File: src/rtl/spi_pkg.sv
// Shared definitions for the SPI slave core: FSM encoding, data width,
// synchronizer depth and the bit-ordering helper.
package spi_pkg;

    localparam int DATA_W     = 8;
    localparam int SYNC_DEPTH = 2;
    localparam int CNT_W      = $clog2(DATA_W);

    typedef enum logic [1:0] {
        IDLE  = 2'd0,
        LOAD  = 2'd1,
        SHIFT = 2'd2
    } spi_state_e;

    // Map a serial bit position (0 = first bit on the wire) to a byte index.
    function automatic logic [CNT_W-1:0] bit_index(input logic [CNT_W-1:0] pos,
                                                   input logic             lsb_first);
        return lsb_first ? pos : (CNT_W'(DATA_W - 1) - pos);
    endfunction

endpackage

File: src/rtl/spi_sync_edge.sv
// Two-flop synchronizer for one asynchronous pin, plus rise/fall detection
// against a one-cycle-delayed copy of the synchronized value.
module spi_sync_edge
    import spi_pkg::*;
#(
    parameter logic RESET_VAL = 1'b0
) (
    input  logic PCLK,
    input  logic PRESET_n,
    input  logic pin,
    output logic sync,
    output logic rise,
    output logic fall
);

    logic [SYNC_DEPTH-1:0] sync_reg;
    logic                  dly_reg;

    // Synchronizer chain and edge-detect delay stage.
    always_ff @(posedge PCLK or negedge PRESET_n) begin
        if (!PRESET_n) begin
            sync_reg <= {SYNC_DEPTH{RESET_VAL}};
            dly_reg  <= RESET_VAL;
        end else begin
            sync_reg <= {sync_reg[SYNC_DEPTH-2:0], pin};
            dly_reg  <= sync_reg[SYNC_DEPTH-1];
        end
    end

    assign sync = sync_reg[SYNC_DEPTH-1];
    assign rise = sync_reg[SYNC_DEPTH-1] & ~dly_reg;
    assign fall = ~sync_reg[SYNC_DEPTH-1] & dly_reg;

endmodule

File: src/rtl/spi_slave_core.sv
// SPI slave core: byte-wide full-duplex shifter running entirely on PCLK,
// oversampling ss/sclk/mosi through synchronizers.
// Optional build macro SPI_SLAVE_LSBFE_EN enables LSB-first operation via
// lsbfe_i; without it the core is always MSB first.
module spi_slave_core
    import spi_pkg::*;
(
    input  logic              PCLK,
    input  logic              PRESET_n,
    input  logic              spe_i,
    input  logic              cpol_i,
    input  logic              cpha_i,
    input  logic              lsbfe_i,
    input  logic              ss_i,
    input  logic              sclk_i,
    input  logic              mosi_i,
    output logic              miso_o,
    input  logic [DATA_W-1:0] tx_data_i,
    input  logic              tx_load_i,
    output logic              tx_ready_o,
    output logic [DATA_W-1:0] rx_data_o,
    output logic              rx_valid_o,
    output logic              overrun_o
);

    // Pin order in the synchronizer bank: [2]=ss, [1]=sclk, [0]=mosi.
    localparam logic [2:0] SYNC_RESET = 3'b100;
    localparam logic [CNT_W-1:0] LAST_BIT = CNT_W'(DATA_W - 1);

    logic [2:0] pins;
    logic [2:0] sync_vec;
    logic [2:0] rise_vec;
    logic [2:0] fall_vec;

    assign pins = {ss_i, sclk_i, mosi_i};

    genvar gi;
    generate
        for (gi = 0; gi < 3; gi++) begin : g_sync
            spi_sync_edge #(
                .RESET_VAL(SYNC_RESET[gi])
            ) u_sync (
                .PCLK    (PCLK),
                .PRESET_n(PRESET_n),
                .pin     (pins[gi]),
                .sync    (sync_vec[gi]),
                .rise    (rise_vec[gi]),
                .fall    (fall_vec[gi])
            );
        end
    endgenerate

    logic ss_sync, ss_fall, sclk_rise, sclk_fall, mosi_sync;
    logic unused_sync;

    assign ss_sync     = sync_vec[2];
    assign ss_fall     = fall_vec[2];
    assign sclk_rise   = rise_vec[1];
    assign sclk_fall   = fall_vec[1];
    assign mosi_sync   = sync_vec[0];
    // ss rise is implied by ss_sync being high; sclk level and mosi edges are not needed.
    assign unused_sync = ^{rise_vec[2], sync_vec[1], rise_vec[0], fall_vec[0]};

    logic lsb_sel;
`ifdef SPI_SLAVE_LSBFE_EN
    assign lsb_sel = lsbfe_i;
`else
    logic unused_lsbfe;
    assign lsb_sel      = 1'b0;
    assign unused_lsbfe = lsbfe_i;
`endif

    spi_state_e        state_reg, state_next;
    logic              cpol_reg, cpha_reg, lsb_reg;
    logic [CNT_W-1:0]  cnt_reg;
    logic [DATA_W-1:0] tx_shift_reg;
    logic [DATA_W-1:0] rx_shift_reg;
    logic [DATA_W-1:0] hold_reg;
    logic              tx_ready_reg;
    logic              miso_reg;
    logic [DATA_W-1:0] rx_data_reg;
    logic              rx_valid_reg;
    logic              overrun_reg;

    logic              lead_edge, trail_edge, sample_edge, drive_edge;
    logic              deselect, byte_done, load_xfer, load_accept;
    logic [DATA_W-1:0] load_byte;
    logic [DATA_W-1:0] rx_assembled;

    // Leading edge leaves the idle (cpol) level, trailing edge returns to it.
    assign lead_edge   = cpol_reg ? sclk_fall : sclk_rise;
    assign trail_edge  = cpol_reg ? sclk_rise : sclk_fall;
    assign sample_edge = cpha_reg ? trail_edge : lead_edge;
    // With cpha=0 the first bit is presented by LOAD, so the trailing edge
    // that follows the last sample of a byte must not advance the output.
    assign drive_edge  = cpha_reg ? lead_edge : (trail_edge && (cnt_reg != '0));

    assign deselect    = ss_sync || !spe_i;
    assign byte_done   = (state_reg == SHIFT) && sample_edge && (cnt_reg == LAST_BIT);
    assign load_xfer   = (state_reg == LOAD) && !deselect;
    assign load_byte   = tx_ready_reg ? '0 : hold_reg;
    // A load coinciding with LOAD is taken after the old value moves out.
    assign load_accept = tx_load_i && (tx_ready_reg || load_xfer);

    // Byte as it will look once the current mosi bit is merged in.
    always_comb begin
        rx_assembled = rx_shift_reg;
        rx_assembled[bit_index(cnt_reg, lsb_reg)] = mosi_sync;
    end

    // FSM state register.
    always_ff @(posedge PCLK or negedge PRESET_n) begin
        if (!PRESET_n) state_reg <= IDLE;
        else           state_reg <= state_next;
    end

    // FSM next-state; deselect overrides everything.
    always_comb begin
        state_next = state_reg;
        case (state_reg)
            IDLE:    if (ss_fall && spe_i) state_next = LOAD;
            LOAD:    state_next = SHIFT;
            SHIFT:   if (byte_done) state_next = LOAD;
            default: state_next = IDLE;
        endcase
        if (deselect) state_next = IDLE;
    end

    // Transfer mode is frozen at the start of each selection.
    always_ff @(posedge PCLK or negedge PRESET_n) begin
        if (!PRESET_n) begin
            cpol_reg <= 1'b0;
            cpha_reg <= 1'b0;
            lsb_reg  <= 1'b0;
        end else if (state_reg == IDLE && state_next == LOAD) begin
            cpol_reg <= cpol_i;
            cpha_reg <= cpha_i;
            lsb_reg  <= lsb_sel;
        end
    end

    // Transmit holding register, ready flag and sticky overrun.
    always_ff @(posedge PCLK or negedge PRESET_n) begin
        if (!PRESET_n) begin
            hold_reg     <= '0;
            tx_ready_reg <= 1'b1;
            overrun_reg  <= 1'b0;
        end else begin
            if (load_accept) begin
                hold_reg     <= tx_data_i;
                tx_ready_reg <= 1'b0;
            end else if (load_xfer) begin
                tx_ready_reg <= 1'b1;
            end
            if (load_xfer && tx_ready_reg) overrun_reg <= 1'b1;
        end
    end

    // Shift datapath: bit counter, serial in/out and received-byte strobe.
    always_ff @(posedge PCLK or negedge PRESET_n) begin
        if (!PRESET_n) begin
            cnt_reg      <= '0;
            tx_shift_reg <= '0;
            rx_shift_reg <= '0;
            miso_reg     <= 1'b0;
            rx_data_reg  <= '0;
            rx_valid_reg <= 1'b0;
        end else begin
            rx_valid_reg <= 1'b0;
            if (state_reg == IDLE || deselect) begin
                cnt_reg  <= '0;
                miso_reg <= 1'b0;
            end else if (load_xfer) begin
                tx_shift_reg <= load_byte;
                cnt_reg      <= '0;
                if (!cpha_reg) miso_reg <= load_byte[bit_index('0, lsb_reg)];
            end else if (state_reg == SHIFT) begin
                if (sample_edge) begin
                    rx_shift_reg <= rx_assembled;
                    cnt_reg      <= cnt_reg + 1'b1;
                    if (cnt_reg == LAST_BIT) begin
                        rx_data_reg  <= rx_assembled;
                        rx_valid_reg <= 1'b1;
                    end
                end
                if (drive_edge) miso_reg <= tx_shift_reg[bit_index(cnt_reg, lsb_reg)];
            end
        end
    end

    assign miso_o     = miso_reg;
    assign tx_ready_o = tx_ready_reg;
    assign rx_data_o  = rx_data_reg;
    assign rx_valid_o = rx_valid_reg;
    assign overrun_o  = overrun_reg;

endmodule
File: config.mk
export PLATFORM = sky130hd
export DESIGN_NAME = spi_slave_core
export DESIGN_NICKNAME = d
export VERILOG_FILES = /design/src/rtl/spi_pkg.sv /design/src/rtl/spi_sync_edge.sv /design/src/rtl/spi_slave_core.sv
export SDC_FILE = /design/constraint.sdc
export NUM_CORES = 1
export LEC_CHECK = 0
export ABC_AREA = 1
export BUFFER_PORTS_ARGS = -buffer_cell sky130_fd_sc_hd__buf_2
export CAP_MARGIN = 40
export CORE_MARGIN = 2
export CORE_UTILIZATION = 40
export DETAILED_ROUTE_END_ITERATION = 16
export PLACE_DENSITY = 0.7
export SYNTH_ARGS = -nofsm -noshare
export SYNTH_HDL_FRONTEND = slang
export SYNTH_SLANG_ARGS = --single-unit
File: constraint.sdc
create_clock -name PCLK -period 1.4 [get_ports PCLK]
set_input_delay 0.14 -clock PCLK [delete_from_list [all_inputs] [get_ports PCLK]]
set_output_delay 0.14 -clock PCLK [all_outputs]
set_load 0.05 [all_outputs]
==> out/results.ini <==
[setup_path]
worstPathRequired_ns = 1.59
cp_top_family = simple AND/OR/NAND/NOR gates
worstSetupPathType = flop to flop
crit_buf_inv = 2
worst_path_largest_cell_delay_ns = 0.39
worst_path_cell_trace = nor2_4, inv_2, nor3_4, nand4_4, buf_12, nand2_2, o21ai_2
critical_path.slowest_cell = sky130_fd_sc_hd__dfstp_2
worst_setup_path_end_kind = flop
worst_ep_arrival_time_ns = 1.59
r2r_slack_ns = 0.009
crit_path_max_fanout = 8
crit_path_launch_type = flop

[yosys]
synthCells = 253
mappedNetlistNets = 274
number_of_distinct_library_cell_variants_in_the_gate_level_netlist_after_synthesis = 24
seq_area_frac_synth_pct = 56.4
synthesis.area_per_instance_um2 = 8.97
synth_area_um2 = 2270
yosys_register_bits = 51
synth_warnings = 0

[power_and_ir_drop]
peakVddDrop_mv = 0.589
power_per_cell_area_nw_per_um2 = 973
static_leak_nw = 1.43
p_total_mw = 2.80

[sta]
min_period_ns = 1.39
maxSlewHeadroom_pct = 81.9
setup_viol_count_final = 0
final.period_utilization_pct = 99.4
timing.fmax_ghz = 0.719
max_slew.worst_pin.slew_ns = 0.271
slew_violations = 0
layout_setup_ws_ns = 0.00880
rsz_0062_raised_after_global_routing = yes
hold_viol = 0
fin_worst_skew_ns = 0.0124

[placed_design]
dpl.hpwl_mm = 2.74
io_buffers = 28
detailedPlace.worstSlack_ns = -0.0782
placer_congestion_estimate = 0.766
placedInstanceArea_um2 = 2570

[clock_tree]
root_buffer = sky130_fd_sc_hd__clkbuf_8
numClockSinks = 51
clk_pin_slew_worst_paths_ns = 0.09
tritoncts = yes
cts-htree-levels = 2
worstSkewPairLatency_ns = 0.31
clk_path_buf_depth = 2
cts_made_buffers = 5

[floorplanning]
core_um2 = 5510
dieArea_um2 = 6290
floorplan.die.height_um = 79.3
top_level_ports = 30
initial_core_util_pct = 41.2
fp.dieW_um = 79.3
placement_rows = 27

[finish]
areaGrowthSynthToFinish_pct = 27.0
final_layout_size_suffix_gt1_share_pct = 30.5
fin_nets = 328
n_antenna_cell = 0
post-route-cell-area_um2 = 2880

[global_routing]
grt_util_all_layers_pct = 14.9
first_global_vias = 1664
antenna_found_initial = 0
grt_first_pass_wirelength_mm = 7.39
global_route.overflow_total = 0
pin_count_of_the_biggest_net_entering_global_routing = 52

[drt]
finalWirelength_mm = 4.35
detail_route.drc_violations = 0
detail-route-antenna-nets = 0
drt_first_iter_violations = 108
avgViaCountPerCell = 4.73
dr_total_vias = 1796
avgRoutedWirePerCell_um = 11.4
drtPass1Iterations = 4

[worst_hold_path]
hold_class = input pin to flop

[status]
outcome = completed

[run]
max_cap_violations = 0

## cell families (layout without fill, tap and decap cells)
group                      after synthesis  in the layout  share of synthesized area, %
AOI/OAI and AO/OA                       42             42                          11.6
buffers and inverters                   32             86                          6.12
and+or+nand+nor                        125            126                          24.1
adders and majority gates                3              3                          1.65
DFF                                     51             51                          56.4
## report_power, final
part / leakage, nW / internal (mW) / switching [mW] / total, mW
registers: 0.658 / 1.59 / 0.0622 / 1.65
logic: 0.733 / 0.145 / 0.175 / 0.320
clock network: 0.0412 / 0.350 / 0.483 / 0.834
## synthesized netlist by cell type
master | number | share of area [%]
sky130_fd_sc_hd__nand2_1 | 85 | 14
sky130_fd_sc_hd__clkbuf_1 | 2 | 0.33
sky130_fd_sc_hd__nor2_2 | 1 | 0.28
sky130_fd_sc_hd__nor3_4 | 1 | 0.72
sky130_fd_sc_hd__inv_2 | 1 | 0.17
sky130_fd_sc_hd__clkinv_1 | 1 | 0.17
sky130_fd_sc_hd__inv_1 | 23 | 3.8
sky130_fd_sc_hd__nand4_4 | 1 | 0.94
sky130_fd_sc_hd__dfrtp_1 | 47 | 52
sky130_fd_sc_hd__o211ai_1 | 1 | 0.33
sky130_fd_sc_hd__o21ai_0 | 19 | 4.2
sky130_fd_sc_hd__a21oi_1 | 8 | 1.8
sky130_fd_sc_hd__nor3b_1 | 1 | 0.33
sky130_fd_sc_hd__nor2_1 | 8 | 1.3
sky130_fd_sc_hd__buf_6 | 2 | 0.99
sky130_fd_sc_hd__nand3_1 | 26 | 5.7
sky130_fd_sc_hd__a22o_1 | 5 | 1.9
sky130_fd_sc_hd__buf_2 | 3 | 0.66
sky130_fd_sc_hd__nand2_2 | 1 | 0.28
sky130_fd_sc_hd__dfstp_2 | 4 | 4.6
sky130_fd_sc_hd__nand2_4 | 1 | 0.50
sky130_fd_sc_hd__o21bai_1 | 1 | 0.33
sky130_fd_sc_hd__ha_1 | 3 | 1.7
sky130_fd_sc_hd__o21ai_2 | 8 | 3.1
## cells in the final DEF, fill, tap and decap left out, types with 2 or more instances in the layout
| cell type | count |
|---|---|
| sky130_fd_sc_hd__buf_4 | 15 |
| sky130_fd_sc_hd__dfstp_2 | 4 |
| sky130_fd_sc_hd__ha_1 | 3 |
| sky130_fd_sc_hd__a22o_1 | 5 |
| sky130_fd_sc_hd__nor2_1 | 7 |
| sky130_fd_sc_hd__nand2_8 | 2 |
| sky130_fd_sc_hd__dfrtp_1 | 46 |
| sky130_fd_sc_hd__o21ai_1 | 7 |
| sky130_fd_sc_hd__buf_2 | 28 |
| sky130_fd_sc_hd__dlygate4sd3_1 | 4 |
| sky130_fd_sc_hd__nand2_2 | 9 |
| sky130_fd_sc_hd__nand2_1 | 75 |
| sky130_fd_sc_hd__nand3_1 | 25 |
| sky130_fd_sc_hd__clkbuf_8 | 5 |
| sky130_fd_sc_hd__nand2_4 | 2 |
| sky130_fd_sc_hd__o21ai_0 | 11 |
| sky130_fd_sc_hd__inv_2 | 6 |
| sky130_fd_sc_hd__buf_6 | 2 |
| sky130_fd_sc_hd__inv_1 | 19 |
| sky130_fd_sc_hd__buf_12 | 3 |
| sky130_fd_sc_hd__a21oi_1 | 8 |
| sky130_fd_sc_hd__o21ai_2 | 9 |
## worst paths after layout
kind                                                   startpoint                                endpoint  depth (start not counted)
max                        g_sync[2].u_sync.sync_reg[1]$_DFF_PN1_                rx_data_o[7]$_DFFE_PN0P_                          7
min                                                     tx_load_i                  tx_ready_o$_DFFE_PN1P_                          2
max reg2reg                g_sync[2].u_sync.sync_reg[1]$_DFF_PN1_                rx_data_o[7]$_DFFE_PN0P_                          7
min reg2reg                g_sync[1].u_sync.sync_reg[0]$_DFF_PN0_  g_sync[1].u_sync.sync_reg[1]$_DFF_PN0_                          0
max in group asynchronous                                PRESET_n      g_sync[2].u_sync.dly_reg$_DFF_PN1_                          3
min in group asynchronous                                PRESET_n                 hold_reg[3]$_DFFE_PN0P_                          3
## routing by layer
| layer | part of all wire, % | wire length (µm) | track usage (%) |
|---|---|---|---|
| met1 | 46 | 2020 | 19.4 |
| met2 | 48 | 2080 | 23.9 |
| met3 | 4.1 | 178 | 3.52 |
| met4 | 1.5 | 65 | 5.86 |
| met5 | 0 | 0 | 0 |
## final cells by class
class / count / area (µm²)
clock inverter: 2 / 12.5
timing repair buffer: 53 / 400
fill: 511 / 2630
multi-input combinational: 171 / 930
sequential: 51 / 1280
inverter: 25 / 93.8
clock buffer: 6 / 72.6
tap: 72 / 90.1
## through the flow
step | hold slack [ns] | std cells | utilization [%] | setup TNS, ns
2_1_floorplan | -0.156 | 253 | - | 0
3_3_place_gp | 0.147 | 359 | 46.7 | -0.276
3_5_place_dp | 0.150 | 359 | 46.7 | -0.586
4_1_cts | 0.0437 | 372 | 49.5 | 0
5_1_grt | 0.0690 | 380 | 52.3 | -0.725
6_report | 0.0548 | 380 | 52.3 | 0
## repair_timing
item                                    in CTS  in global routing
gates resized for setup                      2                 30
cloned                                       0                  2
hold endpoints to repair                    50                  0
buffers inserted                             1                  6
pin swaps                                    1                  8
endpoints found under the setup margin      10                 24
hold buffers                                 4                  0
No activity file was read; power rests on OpenSTA's default activity.
